$ cat src/rtl/mem_arbiter.sv
// Arbitrates the single-port unified instruction/data memory between the CPU and the external loader/debug port.
// Latency: grant in IDLE, N ACCESS cycles, done pulse in RESP (3 cycles minimum per access).
// Backpressure: requesters hold req until done; CPU is stalled meanwhile; memory waits are bounded by TIMEOUT.
module mem_arbiter #(
    parameter int AW         = 32,
    parameter int DW         = 32,
    parameter int MAX_STREAK = 4,
    parameter int TIMEOUT    = 16
) (
    input  logic          clk,
    input  logic          reset_n,

    // CPU port
    input  logic          cpu_req,
    input  logic          cpu_we,
    input  logic [AW-1:0] cpu_addr,
    input  logic [DW-1:0] cpu_wdata,
    output logic [DW-1:0] cpu_rdata,
    output logic          cpu_done,
    output logic          cpu_stall,

    // External loader/debug port
    input  logic          ext_req,
    input  logic          ext_we,
    input  logic [AW-1:0] ext_addr,
    input  logic [DW-1:0] ext_wdata,
    output logic [DW-1:0] ext_rdata,
    output logic          ext_done,

    // Completion status shared by both ports
    output logic          err,

    // Memory port
    output logic          mem_en,
    output logic          mem_we,
    output logic [AW-1:0] mem_addr,
    output logic [DW-1:0] mem_wdata,
    input  logic [DW-1:0] mem_rdata,
    input  logic          mem_ready
);

    typedef enum logic [1:0] {
        IDLE   = 2'd0,
        ACCESS = 2'd1,
        RESP   = 2'd2
    } state_t;

    // Streak counter must be able to hold MAX_STREAK itself; wait counter only needs 0..TIMEOUT-1.
    localparam int SW = (MAX_STREAK > 0) ? $clog2(MAX_STREAK + 1) : 1;
    localparam int WW = (TIMEOUT > 1) ? $clog2(TIMEOUT) : 1;
    localparam logic [SW-1:0] STREAK_CAP = SW'(MAX_STREAK);
    localparam logic [WW-1:0] WAIT_LAST  = WW'(TIMEOUT - 1);

    state_t        state;
    state_t        state_nxt;

    // Latched access descriptor; owner_ext=0 means the CPU owns the access.
    logic          owner_ext;
    logic          we_q;
    logic [AW-1:0] addr_q;
    logic [DW-1:0] wdata_q;

    logic [DW-1:0] cpu_rdata_q;
    logic [DW-1:0] ext_rdata_q;
    logic          err_q;

    logic [SW-1:0] streak_q;
    logic [WW-1:0] wait_q;

    logic          any_req;
    logic          grant_ext;
    logic          timed_out;
    logic          acc_end;

    // Winner selection and access termination decode.
    always_comb begin
        any_req   = cpu_req | ext_req;
        // CPU has priority until it has won MAX_STREAK times in a row over a waiting ext request.
        grant_ext = ext_req & (~cpu_req | (streak_q == STREAK_CAP));
        // mem_ready takes precedence over a timeout landing in the same cycle.
        timed_out = (wait_q == WAIT_LAST) & ~mem_ready;
        acc_end   = mem_ready | timed_out;
    end

    // State register; reset drops straight to IDLE, abandoning any in-flight access.
    always_ff @(posedge clk or negedge reset_n) begin
        if (!reset_n) begin
            state <= IDLE;
        end else begin
            state <= state_nxt;
        end
    end

    // Next-state logic and per-state strobes.
    always_comb begin
        state_nxt = state;
        mem_en    = 1'b0;
        mem_we    = 1'b0;
        cpu_done  = 1'b0;
        ext_done  = 1'b0;
        case (state)
            IDLE: begin
                if (any_req) begin
                    state_nxt = ACCESS;
                end
            end
            ACCESS: begin
                mem_en = 1'b1;
                mem_we = we_q;
                if (acc_end) begin
                    state_nxt = RESP;
                end
            end
            RESP: begin
                // Requests are deliberately not looked at here, so a held req cannot double-grant.
                cpu_done  = ~owner_ext;
                ext_done  = owner_ext;
                state_nxt = IDLE;
            end
            default: begin
                state_nxt = IDLE;
            end
        endcase
    end

    // Latch the winner's operands at grant so the memory sees them stable for all of ACCESS.
    always_ff @(posedge clk or negedge reset_n) begin
        if (!reset_n) begin
            owner_ext <= 1'b0;
            we_q      <= 1'b0;
            addr_q    <= '0;
            wdata_q   <= '0;
        end else if (state == IDLE && any_req) begin
            owner_ext <= grant_ext;
            we_q      <= grant_ext ? ext_we    : cpu_we;
            addr_q    <= grant_ext ? ext_addr  : cpu_addr;
            wdata_q   <= grant_ext ? ext_wdata : cpu_wdata;
        end
    end

    // Anti-starvation streak: counts CPU wins over a waiting ext request, saturating at MAX_STREAK.
    always_ff @(posedge clk or negedge reset_n) begin
        if (!reset_n) begin
            streak_q <= '0;
        end else if (state == IDLE) begin
            if (!ext_req || grant_ext) begin
                streak_q <= '0;
            end else if (cpu_req && streak_q != STREAK_CAP) begin
                streak_q <= streak_q + SW'(1);
            end
        end
    end

    // Memory wait counter: runs through ACCESS, held at zero elsewhere.
    always_ff @(posedge clk or negedge reset_n) begin
        if (!reset_n) begin
            wait_q <= '0;
        end else if (state == ACCESS) begin
            wait_q <= wait_q + WW'(1);
        end else begin
            wait_q <= '0;
        end
    end

    // Capture completion status and read data for the owning port at the end of ACCESS.
    always_ff @(posedge clk or negedge reset_n) begin
        if (!reset_n) begin
            err_q       <= 1'b0;
            cpu_rdata_q <= '0;
            ext_rdata_q <= '0;
        end else if (state == ACCESS && acc_end) begin
            err_q <= timed_out;
            if (mem_ready) begin
                // Writes leave the owner's rdata untouched.
                if (!we_q) begin
                    if (owner_ext) begin
                        ext_rdata_q <= mem_rdata;
                    end else begin
                        cpu_rdata_q <= mem_rdata;
                    end
                end
            end else begin
                // Timed-out access returns zero so stale data is never mistaken for a result.
                if (owner_ext) begin
                    ext_rdata_q <= '0;
                end else begin
                    cpu_rdata_q <= '0;
                end
            end
        end else begin
            // err is only meaningful alongside the done pulse in RESP.
            err_q <= 1'b0;
        end
    end

    assign mem_addr  = addr_q;
    assign mem_wdata = wdata_q;
    assign cpu_rdata = cpu_rdata_q;
    assign ext_rdata = ext_rdata_q;
    assign err       = err_q;

    // Combinational so the CPU path controller freezes PC/IR in the same cycle it requests.
    assign cpu_stall = cpu_req & ~cpu_done;

endmodule

$ cat config.mk
export PLATFORM = sky130hd
export DESIGN_NAME = mem_arbiter
export DESIGN_NICKNAME = d
export VERILOG_FILES = /design/src/rtl/mem_arbiter.sv
export SDC_FILE = /design/constraint.sdc
export NUM_CORES = 1
export LEC_CHECK = 0
export ABC_CLOCK_PERIOD_IN_PS = 1830
export CORE_MARGIN = 2
export CORE_UTILIZATION = 42
export CTS_CLUSTER_DIAMETER = 120
export CTS_CLUSTER_SIZE = 16
export DETAILED_ROUTE_END_ITERATION = 12
export PLACE_DENSITY_LB_ADDON = 0.08
export SYNTH_ARGS = -nofsm -noshare
export SYNTH_HDL_FRONTEND = slang
export SYNTH_SLANG_ARGS = --single-unit
$ cat constraint.sdc
create_clock -name clk -period 1.83 [get_ports clk]
set_input_delay 0.366 -clock clk [delete_from_list [all_inputs] [get_ports clk]]
set_output_delay 0.366 -clock clk [all_outputs]
set_load 0.02 [all_outputs]
* Word-level counts from Yosys, hierarchy flattened
Cells that the tools add are included.
** Word-level totals
- Register bits after elaboration :: 140
- Output and inout bits :: 134
- Logic and storage cells :: 67
- Input bits :: 167
** Operators by class
- Muxes and demuxes :: 22
- Reductions and logical operators :: 13
- Equal/unequal tests :: 10
- Add/sub/neg operators :: 2
- Bitwise logic cells :: 10
** Operator list (count)
- 2-to-1 mux 32 bit :: 10
- != test 2 bit, second input constant :: 4
- AND reduction 4 bit :: 2
- 2-to-1 mux 1 bit :: 6
- 2-to-1 mux 3 bit :: 2
- nonzero test 2 bit :: 3
- adder 4 x 1 -> 4 bit, second input constant :: 1
- equality test 4 bit, second input constant :: 1
- 2-to-1 mux 2 bit :: 2
- 2-to-1 mux 4 bit :: 1
- inverter 1 bit :: 4
- one-hot mux 2 bit (2 select lines) :: 1
- AND reduction 2 bit :: 2
- adder 3 x 1 -> 3 bit, second input constant :: 1
- AND 1 bit :: 3
- equality test 3 bit, second input constant :: 1
- logical AND 1 bit :: 3
- != test 3 bit, second input constant :: 1
- bitwise OR 1 bit :: 3
- equality test 2 x 1 -> 1 bit, second input constant :: 1
- equality test 2 bit, second input constant :: 1
- logical NOT 2 bit :: 1
- != test 2 x 1 -> 1 bit, second input constant :: 1
- logical NOT 1 bit :: 1
- logical OR 1 bit :: 1

* Longest topological paths before layout
- Depth after elaboration :: 6
- Gate-level depth with buffers :: 7
- Depth with buffers taken out :: 5

* Worst setup path before layout
Ideal clock, no wire load.
- Kind :: register to output
- Start point :: reg state[1]
- End point :: out cpu_stall
- Slack :: 0.155 ns
- Path buffers :: 1
- Cell stages (with the launch flop) :: 4
- Data required time :: 1.464 ns
- Data arrival time :: 1.309 ns
- Path through :: dfrtp_1 -> buf_2 -> nor3b_1 -> nor2b_1
** Between the ends
- Longest elaborated chain between the ends :: 4
** Ends and longest elaborated chain
- from (decl) :: line 54 : state_t state;
- from (signal assigned) :: line 90 : state <= state_nxt;
- equality test 2 bit :: line 101 : case (state)
- 2-to-1 mux 1 bit :: line 101
- via cpu_done :: line 19 : output logic cpu_done,
- inverter 1 bit :: line 203 : assign cpu_stall = cpu_req & ~cpu_done;
- AND 1 bit :: line 203
- to (decl) :: line 20 : output logic cpu_stall,
The timed path passes the listed nets, and every way through them passes these cells.

* Final worst setup path
- Start point :: reg addr_q[2], in the netlist mem_addr[2]
- End point :: out mem_addr[2]
** RTL lines
- from (decl) :: line 60 : logic [AW-1:0] addr_q;
- from (signal assigned) :: line 136 : addr_q <= grant_ext ? ext_addr : cpu_addr;
- to (decl) :: line 36 : output logic [AW-1:0] mem_addr,
No word-level cell between the ends.

==> metrics.cfg <==
[outcome]
status = complete, no violations

[sta]
finalSetupViolations = 0
finalHoldViolations = 0
period_needed_ns = 1.78
max_freq_mhz = 561
rsz0062_at_grt = no
tightest_slew_ns = 0.435
hold_slack_ns = 0.412
slew-limit-headroom_pct = 71.0
finalCritPeriodShare_pct = 97.4
skew_ns = 0.0169
fin_ws_ns = 0.0474
report.final.slew_viol_count = 0

[pwr]
p_total_mw = 18.3
vdd_drop_max_v = 0.000826
power_density_nw_per_um2 = 1730
p_leak_nw = 4.34

[floorplanning]
chipWidth_um = 130
row_count = 46
fp.dieH_um = 130
initial_core_util_pct = 42.5
fp.coreArea_um2 = 15700
dieArea_um2 = 16900
io_pins = 301

[clock_tree]
cts_tree = yes
clk_root_buffer_cell = clkbuf_16
path_clk_slew_ns = 0.06
postCtsSetupRepairBufs = 0
cts_buffer_depth = 2
h-tree-depth = 4
cts.sinks = 140
cts_buffers = 17
insertion_delay_ns = 0.42

[run]
maxCapViolCount = 0

[placed_design]
hpwl_mm = 14.6
post-place-ws_ns = -0.136
dp_cells = 1063
place_congestion = 0.848
place.port_buffers = 300

[cells_and_area]
final_cell_mix = clkdlybuf4s50_1, dfrtp_1, inv_1, nand4_1, nand3_1
mostFrequentLayoutCell = clkdlybuf4s50_1
fin_util_pct = 67.7
final_nets = 1037
fillCellCount = 1200
final_cells = 1096
antenna_cells = 0
layout-drive-gt1-share_pct = 15.7
area_growth_syn_to_layout_pct = 59.4

[min_path]
min_path_type = input pin to async pin

[synthesis]
synth_cell_types = 36
synth_seq_area_share_pct = 52.5
synthCells = 582
synth_fp_nets = 752
yosysWarnings = 0
yosys.area.top_type = dfrtp_1
syn_area_um2 = 6670
syn_avg_cell_area_um2 = 11.5
netlist_top_cells_area = dfrtp_1, o221ai_2, a32o_1
yosysTopAreaCellShare_pct = 52.5
ys_ff_latch = 140

[global_route]
overflow = 0
track_usage_pct = 24.4
grt_max_degree = 93
grt_pass1_vias = 6319
antenna_found_initial = 0
grt_pass1_wl_mm = 32.4

[critical_path]
crit_path_max_fanout = 2
crit_family = buffers and inverters
worstSetupPathType = flop to primary output
crit_slowest_cell = clkdlybuf4s50_1
crit_required_ns = 1.46
worstPathCellList = clkdlybuf4s50_1
cp.arrival_ns = 1.42
max_stage_delay_ns = 0.62
critPathCaptureType = primary output
critPathLaunchType = flop
path_buf_inv = 1

[drt]
drt_iter0_markers = 351
wl_mm = 20.7
vias = 6194
avgRoutedWirePerCell_um = 18.9
drt-pass1-iter-count = 4
ant_nets = 0
vias_per_cell = 5.65
drc = 0

-- layer usage --
layer / global-route usage [%] / wire (um) / part of all wire (%)
met1: 28.5 / 7880 / 38
met2: 42.3 / 10900 / 52
met3: 7.09 / 1500 / 7.3
met4: 9.49 / 438 / 2.1
met5: 0 / 0 / 0
-- worst register-to-register path: cells and delay by family, from the launching register on --
| family | cells | cell delay [ns] |
|---|---|---|
| AO/OA/AOI/OAI | 1 | 0.15 |
| flip-flops | 1 | 0.38 |
| AND/OR/NAND/NOR | 2 | 0.38 |
| buffers and inverters | 3 | 0.65 |
-- synth_stat cells --
master    instances
nor2_1            5
nor3b_1           2
buf_2            29
nor2b_1           2
o21ai_0           3
dfrtp_1         140
and2b_1           1
o21a_1            1
nand2_1           2
buf_1             1
xor2_1            1
o31ai_1           1
nor3b_4           1
and2_4            1
nor4b_1           1
nand2b_1          1
o21ai_1           2
o211ai_1          1
and2_1            2
a21boi_0          1
buf_6             6
clkbuf_1         37
and4b_1           1
o221ai_1         15
inv_1            68
nand3_1          66
and3b_1           2
a22o_1            1
xnor2_1           1
or2_1             1
ha_1              3
nand4_1          67
and3_1            1
a32o_1           64
a21bo_2           1
o221ai_2         50
-- state kept, by name (all words and copies together), names as in the netlist --
name	flops
streak_q	3
wait_q	4
err	1
mem_addr	32
we_q	1
state	2
mem_wdata	32
cpu_rdata	32
owner_ext	1
ext_rdata	32
-- through the flow --
stage	setup TNS, ns	area, um2
3_5_place_dp	-4.74	10100
4_1_cts	0	10600
2_1_floorplan	0	6670
3_3_place_gp	-4.35	10100
6_report	0	10600
5_1_grt	0	10600
-- worst paths after layout --
kind	startpoint	to	slack [ns]	cells after the start
max	mem_addr[2]	mem_addr[2]	0.05	1
min	reset_n	cpu_rdata[27]	0.41	2
max reg2reg	state[1]	mem_addr[4]	0.17	6
min reg2reg	wait_q[0]	wait_q[0]	0.46	1
max in group asynchronous	reset_n	ext_rdata[6]	0.82	3
min in group clk	wait_q[0]	wait_q[0]	0.46	1
-- area by class of cell --
class / instances / area, um2 / share of cell area (%)
flip-flops and latches: 140 / 3500 / 32.9
clock buffers: 21 / 470 / 4.42
clock inverters: 11 / 85.1 / 0.800
repair buffers: 339 / 3450 / 32.5
well taps: 216 / 270 / 2.54
inverters: 68 / 255 / 2.40
multi-input cells: 301 / 2600 / 24.4
-- what timing repair did --
item	CTS	global route
setup endpoints to repair	5	6
endpoints found under the hold margin	32	0
resized for setup	20	8
pin swaps	1	1
hold buffers	1	0
-- cells by family (layout without fill, tap and decap cells) --
family          count (synthesis)  count (layout)  share of synthesized area, %
flops                         140             140                          52.5
buf+inv                       141             439                          9.15
xor+xnor                        2               2                         0.263
compound gates                140             140                          23.9
simple gates                  156             156                          13.6
fa+ha+maj                       3               3                         0.563
-- report_power, final --
part	leakage, nW	internal [mW]	total [mW]	switching, mW
logic	2.32	4.74	9.78	5.04
clock network	0.266	1.85	3.20	1.34
registers	1.75	4.56	5.37	0.801
total	4.34	11.2	18.3	7.19
No activity file was read; power rests on OpenSTA's default activity.
